### src/rtl/pll_ctrl_pkg.sv
// Shared types and constants for the ECP5 PLL
// dynamic phase-shift controller.
package pll_ctrl_pkg;

    typedef logic [2:0] state_t;

    localparam state_t IDLE   = 3'd0;
    localparam state_t SETUP  = 3'd1;
    localparam state_t STEP   = 3'd2;
    localparam state_t GAP    = 3'd3;
    localparam state_t SETTLE = 3'd4;
    localparam state_t DONE   = 3'd5;

    localparam logic [1:0] SEL_CLKOP  = 2'd0;
    localparam logic [1:0] SEL_CLKOS  = 2'd1;
    localparam logic [1:0] SEL_CLKOS2 = 2'd2;
    localparam logic [1:0] SEL_CLKOS3 = 2'd3;

    localparam int DEF_SETUP_CYCLES = 2;
    localparam int DEF_STEP_LOW     = 2;
    localparam int DEF_STEP_GAP     = 4;
    localparam int DEF_LOCK_STABLE  = 8;
    localparam int DEF_LOCK_TIMEOUT = 4095;

    localparam int TMR_W    = 8;
    localparam int LOCK_W   = 8;
    localparam int SETTLE_W = 12;

    // One fine step of phase position, wrapping mod 8
    function automatic logic [2:0] posStep(
        input logic [2:0] pos,
        input logic       dir
    );
        return dir ? pos + 3'd1 : pos - 3'd1;
    endfunction

endpackage

### src/rtl/ulx3s_pll_phase_ctrl_sync2.sv
// Two-flop synchronizer for asynchronous
// status inputs such as PLL LOCK.
module sync2 (
    input  logic clk,
    input  logic reset,
    input  logic d,
    output logic q
);

    logic meta;

    // Two-stage resynchronization into clk
    always_ff @(posedge clk) begin
        if (reset) begin
            meta <= 1'b0;
            q    <= 1'b0;
        end else begin
            meta <= d;
            q    <= meta;
        end
    end

endmodule

### src/rtl/ulx3s_pll_phase_ctrl.sv
// EHXPLLL dynamic phase-step sequencer.
// PAWS_PLL_PHASE_TRACK_EN enables position readback.
module ulx3s_pll_phase_ctrl
    import pll_ctrl_pkg::*;
#(
    parameter int SETUP_CYCLES = DEF_SETUP_CYCLES,
    parameter int STEP_LOW     = DEF_STEP_LOW,
    parameter int STEP_GAP     = DEF_STEP_GAP,
    parameter int LOCK_STABLE  = DEF_LOCK_STABLE,
    parameter int LOCK_TIMEOUT = DEF_LOCK_TIMEOUT
) (
    input  logic       clkin,
    input  logic       reset,
    input  logic       req_valid,
    output logic       req_ready,
    input  logic [1:0] req_sel,
    input  logic       req_dir,
    input  logic [3:0] req_steps,
    input  logic       pll_locked,
    output logic [1:0] pll_phasesel,
    output logic       pll_phasedir,
    output logic       pll_phasestep,
    output logic       busy,
    output logic       done,
    output logic       err,
    input  logic [1:0] rd_sel,
    output logic [2:0] rd_pos
);

    state_t              state;
    logic [TMR_W-1:0]    tmr;
    logic [3:0]          stepCnt;
    logic [LOCK_W-1:0]   lockCnt;
    logic [SETTLE_W-1:0] settleCnt;
    logic [1:0]          selQ;
    logic                dirQ;
    logic                errQ;
    logic                doneQ;
    logic                stepQ;
    logic                lockS;
    logic                accept;
    logic                setupEnd;
    logic                stepEnd;
    logic                gapEnd;
    logic                lockEnd;
    logic                timeoutEnd;

    sync2 uLockSync (
        .clk   (clkin),
        .reset (reset),
        .d     (pll_locked),
        .q     (lockS)
    );

    assign req_ready     = (state == IDLE) && !reset;
    assign busy          = (state != IDLE);
    assign done          = doneQ;
    assign err           = errQ;
    assign pll_phasesel  = selQ;
    assign pll_phasedir  = dirQ;
    assign pll_phasestep = stepQ;

    assign accept = req_valid && req_ready;

    assign setupEnd = (state == SETUP)
        && (tmr == TMR_W'(SETUP_CYCLES - 1));
    assign stepEnd = (state == STEP)
        && (tmr == TMR_W'(STEP_LOW - 1));
    assign gapEnd = (state == GAP)
        && (tmr == TMR_W'(STEP_GAP - 1));
    assign lockEnd = lockS
        && (lockCnt == LOCK_W'(LOCK_STABLE - 1));
    assign timeoutEnd =
        (settleCnt == SETTLE_W'(LOCK_TIMEOUT - 1));

    // Sequencer: setup, pulse train, lock settle
    always_ff @(posedge clkin) begin
        if (reset) begin
            state     <= IDLE;
            tmr       <= '0;
            stepCnt   <= '0;
            lockCnt   <= '0;
            settleCnt <= '0;
            selQ      <= '0;
            dirQ      <= 1'b0;
            errQ      <= 1'b0;
            doneQ     <= 1'b0;
            stepQ     <= 1'b1;
        end else begin
            doneQ <= (state == DONE);
            stepQ <= (state != STEP);
            unique case (1'b1)
                (state == IDLE): begin
                    if (accept) begin
                        selQ      <= req_sel;
                        dirQ      <= req_dir;
                        stepCnt   <= req_steps;
                        errQ      <= 1'b0;
                        tmr       <= '0;
                        lockCnt   <= '0;
                        settleCnt <= '0;
                        state     <= (req_steps == 4'd0)
                            ? DONE : SETUP;
                    end
                end
                (state == SETUP): begin
                    if (setupEnd) begin
                        tmr   <= '0;
                        state <= STEP;
                    end else begin
                        tmr <= tmr + 1'b1;
                    end
                end
                (state == STEP): begin
                    if (stepEnd) begin
                        tmr     <= '0;
                        stepCnt <= stepCnt - 4'd1;
                        state   <= GAP;
                    end else begin
                        tmr <= tmr + 1'b1;
                    end
                end
                (state == GAP): begin
                    if (gapEnd) begin
                        tmr   <= '0;
                        state <= (stepCnt != 4'd0)
                            ? STEP : SETTLE;
                    end else begin
                        tmr <= tmr + 1'b1;
                    end
                end
                (state == SETTLE): begin
                    settleCnt <= settleCnt + 1'b1;
                    lockCnt   <= lockS
                        ? lockCnt + 1'b1 : '0;
                    if (lockEnd) begin
                        state <= DONE;
                    end else if (timeoutEnd) begin
                        errQ  <= 1'b1;
                        state <= DONE;
                    end
                end
                (state == DONE): begin
                    state <= IDLE;
                end
                default: begin
                    state <= IDLE;
                end
            endcase
        end
    end

`ifdef PAWS_PLL_PHASE_TRACK_EN
    logic [2:0] pos [SEL_CLKOP:SEL_CLKOS3];

    // Fine-phase position per output, bumped per pulse
    always_ff @(posedge clkin) begin
        if (reset) begin
            for (int i = 0; i < 4; i++) begin
                pos[i] <= '0;
            end
        end else if (stepEnd) begin
            pos[selQ] <= posStep(pos[selQ], dirQ);
        end
    end

    assign rd_pos = pos[rd_sel];
`else
    logic unusedRdSel;

    assign unusedRdSel = ^rd_sel;
    assign rd_pos      = 3'd0;
`endif

endmodule

### config.mk
export PLATFORM = sky130hd
export DESIGN_NAME = ulx3s_pll_phase_ctrl
export DESIGN_NICKNAME = d
export VERILOG_FILES = /design/src/rtl/pll_ctrl_pkg.sv /design/src/rtl/ulx3s_pll_phase_ctrl_sync2.sv /design/src/rtl/ulx3s_pll_phase_ctrl.sv
export SDC_FILE = /design/constraint.sdc
export NUM_CORES = 1
export LEC_CHECK = 0
export ABC_AREA = 1
export ABC_CLOCK_PERIOD_IN_PS = 1600
export BUFFER_PORTS_ARGS = -buffer_cell sky130_fd_sc_hd__buf_2
export CORE_AREA = 3 3 93 95
export DETAILED_ROUTE_END_ITERATION = 8
export DIE_AREA = 0 0 96 98
export GPL_TIMING_DRIVEN = 0
export PLACE_DENSITY = 0.47
export SYNTH_ARGS = -nofsm -noshare
export SYNTH_HDL_FRONTEND = slang
export SYNTH_SLANG_ARGS = --single-unit
### constraint.sdc
create_clock -name clkin -period 1.6 [get_ports clkin]
set_input_delay 0.48 -clock clkin [delete_from_list [all_inputs] [get_ports clkin]]
set_output_delay 0.48 -clock clkin [all_outputs]
set_load 0.02 [all_outputs]
* Yosys cells after proc, flatten, opt, wreduce, memory -nomap -nowiden
Index checks and enable logic that the tools add are counted.
Widths: inputs -> output; s select.
** Storage, ports and cells
- Register bits after elaboration :: 43
- Input bits :: 13
** Operators by class
- Add/sub/neg operators :: 4
- Equal/unequal tests :: 17
- Multiplexer cells :: 25
- Reductions and logical operators :: 20
** Operator list (number)
- $mux 8 :: 5
- $pmux 8 s4 :: 1
- $mux 3 :: 8
- $pmux 12 s2 :: 1
- $add 8x1->8 const B :: 2
- $pmux 8 s2 :: 1
- $pmux 3 s5 :: 1
- $add 12x1->12 const B :: 1
- $eq 12x12->1 const B :: 1
- $mux 12 :: 1
- $ne 2x2->1 const B :: 6
- $eq 8x1->1 const B :: 1
- $eq 8x2->1 const B :: 1
- $eq 8x3->1 const B :: 1
- $mux 4 :: 2
- $pmux 4 s2 :: 1
- $reduce_bool 4->1 :: 2
- $eq 3x2->1 const B :: 2
- $eq 3x3->1 const B :: 2
- $logic_and 1x1->1 :: 6
- $reduce_and 2->1 :: 3
- $reduce_and 5->1 :: 1
- $logic_not 4->1 :: 1
- $reduce_and 4->1 :: 1
- other kinds (11) :: 14

* Logic depth before layout (Yosys ltp)
- Depth after elaboration :: 5
- Gate-level depth with buffers :: 11
- Gate-level depth less buffers :: 11

* By module
A second synthesis with hierarchy kept.
** Second synthesis, totals
- Cell total of the unflattened synthesis :: 341
- Area total of the unflattened synthesis :: 2319.7 µm²
** Modules (own cells, without submodules)
- ulx3s_pll_phase_ctrl :: instances 1, cells each 335, area an instance 2264.7 µm², sequential area each 820.8 µm²
- sync2 :: instances 1, cells each 6, area an instance 55.1 µm², sequential area each 40.0 µm²

* Worst setup path before layout
No wires, ideal clock.
- Kind :: input to register
- Start point :: input req_valid
- End point :: register tmr[0]
- Setup time :: 122 ps
- Arrival :: 1286 ps
- Data required time :: 1478 ps
- Path slack :: 192 ps
- Stages on the path :: 5
- Path through :: inv_1 -> o211ai_1 -> nand2_1 -> o21ai_0 -> a21oi_1
** Between the ends
- Longest elaborated chain between the ends :: 3
** Ends and longest elaborated chain
- from (decl) :: line ulx3s_pll_phase_ctrl.sv:14 : input logic req_valid,
- $logic_and 1x1->1 :: line ulx3s_pll_phase_ctrl.sv:63 : assign accept = req_valid && req_ready;
- $ne 2x2->1 (no line)
- $reduce_and 2->1 (no line)
- to (signal assigned) :: line ulx3s_pll_phase_ctrl.sv:111 : tmr <= tmr + 1'b1;
- to (signal assigned) :: line ulx3s_pll_phase_ctrl.sv:120 : tmr <= tmr + 1'b1;
- to (signal assigned) :: line ulx3s_pll_phase_ctrl.sv:129 : tmr <= tmr + 1'b1;
- to (decl) :: line ulx3s_pll_phase_ctrl.sv:31 : logic [TMR_W-1:0] tmr;
No other way between the ends.
A chain may end at the register's enable or synchronous reset.

* Worst setup path after layout
- Start point :: register state[1]
- End point :: output req_ready
** Between the ends
- Longest elaborated chain between the ends :: 2
** Ends and longest elaborated chain
- from (decl) :: line ulx3s_pll_phase_ctrl.sv:30 : state_t state;
- from (signal assigned) :: line ulx3s_pll_phase_ctrl.sv:102 : state <= (req_steps == 4'd0)
- from (signal assigned) :: line ulx3s_pll_phase_ctrl.sv:126 : state <= (stepCnt != 4'd0)
- $logic_not 3->1 :: line ulx3s_pll_phase_ctrl.sv:55 : assign req_ready = (state == IDLE) && !reset;
- $logic_and 1x1->1 :: line ulx3s_pll_phase_ctrl.sv:55
- to (decl) :: line ulx3s_pll_phase_ctrl.sv:15 : output logic req_ready,
No other way between the ends.

==> metrics.txt <==
# TYPE chip_impl_metric gauge
chip_impl_info{name="run_status",value="completed"} 1
chip_impl_metric{name="drt_pass1_iterations",unit=""} 4
chip_impl_info{name="rsz_0062_raised_after_global_routing",value="yes"} 1
chip_impl_info{name="cts.root.buffer_cell",value="sky130_fd_sc_hd__clkbuf_8"} 1
chip_impl_info{name="synthFlopType",value="sky130_fd_sc_hd__dfxtp_1"} 1
chip_impl_metric{name="power_frac_seq",unit="%"} 32.3
chip_impl_metric{name="report.final.setup_viol",unit=""} 0
chip_impl_metric{name="antenna_found_initial",unit=""} 0
chip_impl_metric{name="internal_power",unit="mW"} 2.48
chip_impl_metric{name="routedWlPerCell",unit="µm"} 11.3
chip_impl_metric{name="worst_clock_skew",unit="ns"} 0.00936
chip_impl_metric{name="detailroute.via_count",unit=""} 2225
chip_impl_metric{name="ys_types",unit=""} 33
chip_impl_metric{name="placement.cell_area",unit="mm²"} 0.00258
chip_impl_metric{name="detailedPlacementHpwl",unit="µm"} 3980
chip_impl_info{name="min-delay-path-class",value="input port to flip-flop"} 1
chip_impl_metric{name="min_period_over_period",unit="%"} 98.2
chip_impl_metric{name="placeableCoreArea",unit="mm²"} 0.00781
chip_impl_metric{name="gr_ovfl_total",unit=""} 0
chip_impl_metric{name="syn_inst",unit=""} 346
chip_impl_metric{name="die_width",unit="µm"} 96
chip_impl_metric{name="max_cap_violations",unit=""} 0
chip_impl_metric{name="grt_max_degree",unit=""} 14
chip_impl_metric{name="clock_sinks",unit=""} 43
chip_impl_metric{name="synth_enable_flop_cells",unit=""} 0
chip_impl_metric{name="timing.final.crit_period",unit="ns"} 1.57
chip_impl_metric{name="worst_slew_margin_rel",unit="%"} 63.4
chip_impl_metric{name="routabilityCongestion",unit=""} 0.828
chip_impl_metric{name="final_layout_size_suffix_gt1_share",unit="%"} 18.5
chip_impl_metric{name="netlist_area",unit="mm²"} 0.00235
chip_impl_metric{name="cts_max_level",unit=""} 2
chip_impl_info{name="cts_tree",value="yes"} 1
chip_impl_metric{name="io_pins",unit=""} 24
chip_impl_metric{name="final_cell_area",unit="mm²"} 0.00281
chip_impl_metric{name="worst-slew-pin-transition",unit="ns"} 0.549
chip_impl_metric{name="floorplan.initialDensity",unit="%"} 30.1
chip_impl_metric{name="cp_max_fo",unit=""} 4
chip_impl_info{name="cp-end-kind",value="output port"} 1
chip_impl_metric{name="synth-seq-cells",unit=""} 43
chip_impl_metric{name="final-hold-violation-count",unit=""} 0
chip_impl_metric{name="achievable-frequency",unit="MHz"} 636
chip_impl_metric{name="p_switching",unit="mW"} 1.60
chip_impl_metric{name="power_per_cell_area",unit="mW/mm²"} 1450
chip_impl_metric{name="detail_route.vias_per_cell",unit=""} 4.59
chip_impl_metric{name="clkPwrFrac",unit="%"} 24.9
chip_impl_metric{name="numPortBuffers",unit=""} 18
chip_impl_metric{name="die_y",unit="µm"} 98
chip_impl_metric{name="final_net_count",unit=""} 401
chip_impl_metric{name="utilization",unit="%"} 36.0
chip_impl_metric{name="groute.usage.overall",unit="%"} 12.4
chip_impl_info{name="crit_path_start_kind",value="flip-flop"} 1
chip_impl_metric{name="vdd_drop_max",unit="mV"} 1.05
chip_impl_metric{name="power.switching_fraction",unit="%"} 39.2
chip_impl_metric{name="synth.avg_cell_area",unit="µm²"} 6.79
chip_impl_metric{name="path_clk_slew",unit="ns"} 0.09
chip_impl_metric{name="num_antenna_cells",unit=""} 0
chip_impl_metric{name="syn_to_final_growth",unit="%"} 19.5
chip_impl_metric{name="share_comb_of_total_power",unit="%"} 42.8
chip_impl_metric{name="power.leakage",unit="nW"} 1.16
chip_impl_metric{name="ys_seq_area_share",unit="%"} 36.6
chip_impl_info{name="worst-setup-path-type",value="flip-flop to output port"} 1
chip_impl_metric{name="timing.critical_path.arrival",unit="ns"} 1.09
chip_impl_metric{name="remaining_drc_errors",unit=""} 0
chip_impl_metric{name="routed_wl",unit="µm"} 5490
chip_impl_metric{name="dieArea",unit="mm²"} 0.00941
chip_impl_metric{name="final-max-slew-violation-count",unit=""} 0
chip_impl_metric{name="ctsLongestPathBuffers",unit=""} 2
chip_impl_metric{name="async_reset_ff_share",unit="%"} 0
chip_impl_metric{name="drt_iter0_drc",unit=""} 71
chip_impl_metric{name="vias_in_the_first_global_route",unit=""} 2077
chip_impl_metric{name="drtAntennaViolNets",unit=""} 0
chip_impl_metric{name="cts_bufs_inserted",unit=""} 5
chip_impl_metric{name="cp.required",unit="ns"} 1.12
chip_impl_metric{name="ys.warnings.count",unit=""} 0
chip_impl_metric{name="rows",unit=""} 32
chip_impl_metric{name="clkLatencyLatePin",unit="ns"} 0.30
chip_impl_metric{name="grt_pass1_wl",unit="µm"} 9420
==> area by class of cell <==
cell class / instances / area, µm²
tap: 102 / 128
buffer: 9 / 75.1
sequential: 43 / 872
timing repair buffer: 27 / 164
fill: 843 / 5000
clock buffer: 6 / 72.6
inverter: 42 / 160
multi-input combinational: 254 / 1280
clock inverter: 2 / 60.1
==> sequential cells by signal, indices dropped and copies added (netlist names) <==
name and count:
done 1, err 1, lockCnt 8, pll_phasedir 1
pll_phasesel 2, pll_phasestep 1, settleCnt 12, state 3
stepCnt 4, tmr 8, uLockSync.meta 1, uLockSync.q 1
==> power groups by stage <==
stage	Sequential, mW	Combinational, mW	Clock, mW
floorplan	1.35	1.16	0
global placement	1.35	1.55	0
detailed placement	1.34	1.54	0
CTS	1.32	1.67	1.04
global route	1.34	1.96	1.08
finish	1.32	1.74	1.02
==> cell usage in the layout, fill, tap and decap left out, drive strengths merged <==
master / n
o21ai: 29
a22oi: 1
xnor2: 1
bufinv: 2
nand3b: 2
clkbuf: 7
nor3: 1
nand2: 90
o211ai: 1
o31ai: 1
buf: 35
o21bai: 1
inv: 42
nand4: 7
ha: 6
xor2: 2
nor2: 43
a211oi: 1
or2: 2
a21oi: 34
conb: 3
nand3: 28
nor4: 1
dfxtp: 43
==> worst max-delay path: stages (launching register included) <==
cell and delay [ns]:
sky130_fd_sc_hd__dfxtp_4 0.37, sky130_fd_sc_hd__nor2_4 0.14, sky130_fd_sc_hd__nand2_4 0.08, sky130_fd_sc_hd__nor2_4 0.09
sky130_fd_sc_hd__buf_6 0.12
==> path summary, 6_finish.rpt <==
| path | from | end | slack, ns | cells past startpoint |
|---|---|---|---|---|
| worst max-delay path | state[1] | req_ready | 0.03 | 4 |
| worst min-delay path | req_sel[1] | pll_phasesel[1] | 0.37 | 3 |
| worst max register to register | state[1] | lockCnt[2] | 0.11 | 10 |
| worst min register to register | uLockSync.meta | uLockSync.q | 0.41 | 2 |
==> per-layer routing <==
layer	vias up	track usage (%)	part of all wire, %	routed length, µm
met3	8	1.93	2.9	161
li1	1193	-	-	-
met4	0	4.27	1.5	84
met5	-	0	0	0
met2	29	19.5	46	2500
met1	995	17.2	50	2740
==> timing repair <==
item / 4_1_cts / 5_1_grt
pin swaps: 2 / 3
hold buffers: 0 / 0
setup buffers: 5 / 4
gates resized for setup: 5 / 11
endpoints found under the setup margin: 2 / 25
==> logic make-up (layout without fill, tap and decap cells) <==
family                   after synthesis  in the layout  synth area share, %
XOR/XNOR                               3              3                 1.12
AND/OR/NAND/NOR                      174            174                 33.7
buffers and inverters                 51             86                 9.90
other                                  1              3                0.160
adder cells (fa/ha/maj)                6              6                 3.19
AO/OA/AOI/OAI                         68             68                 15.3
flip-flops                            43             43                 36.6
==> synth_stat cells, types with 3 or more instances <==
cell / count / area [µm²]
sky130_fd_sc_hd__nand3_1: 26 / 130
sky130_fd_sc_hd__buf_6: 4 / 45.0
sky130_fd_sc_hd__nor2_2: 3 / 18.8
sky130_fd_sc_hd__nor2_1: 37 / 139
sky130_fd_sc_hd__buf_4: 3 / 22.5
sky130_fd_sc_hd__inv_1: 38 / 143
sky130_fd_sc_hd__nand2_4: 3 / 33.8
sky130_fd_sc_hd__a21oi_1: 34 / 170
sky130_fd_sc_hd__nor2_4: 3 / 33.8
sky130_fd_sc_hd__inv_2: 4 / 15.0
sky130_fd_sc_hd__nand2_2: 3 / 18.8
sky130_fd_sc_hd__ha_1: 6 / 75.1
sky130_fd_sc_hd__dfxtp_1: 43 / 861
sky130_fd_sc_hd__nand4_1: 7 / 43.8
sky130_fd_sc_hd__nand2_1: 84 / 315
sky130_fd_sc_hd__o21ai_0: 26 / 130
==> per-stage QoR <==
step	cells	setup WS (ns)	hold WS, ns	TNS (ns)	power (mW)
detailed placement	468	-0.196	0.405	-1.36	2.88
finish	485	0.0285	0.370	0	4.08
global route	485	-0.0218	0.375	-0.0275	4.38
global placement	468	-0.207	0.397	-1.50	2.90
CTS	481	0.00284	0.367	0	4.03
floorplan	348	0.192	0.388	0	2.51
(Power assumes the default switching activity.)
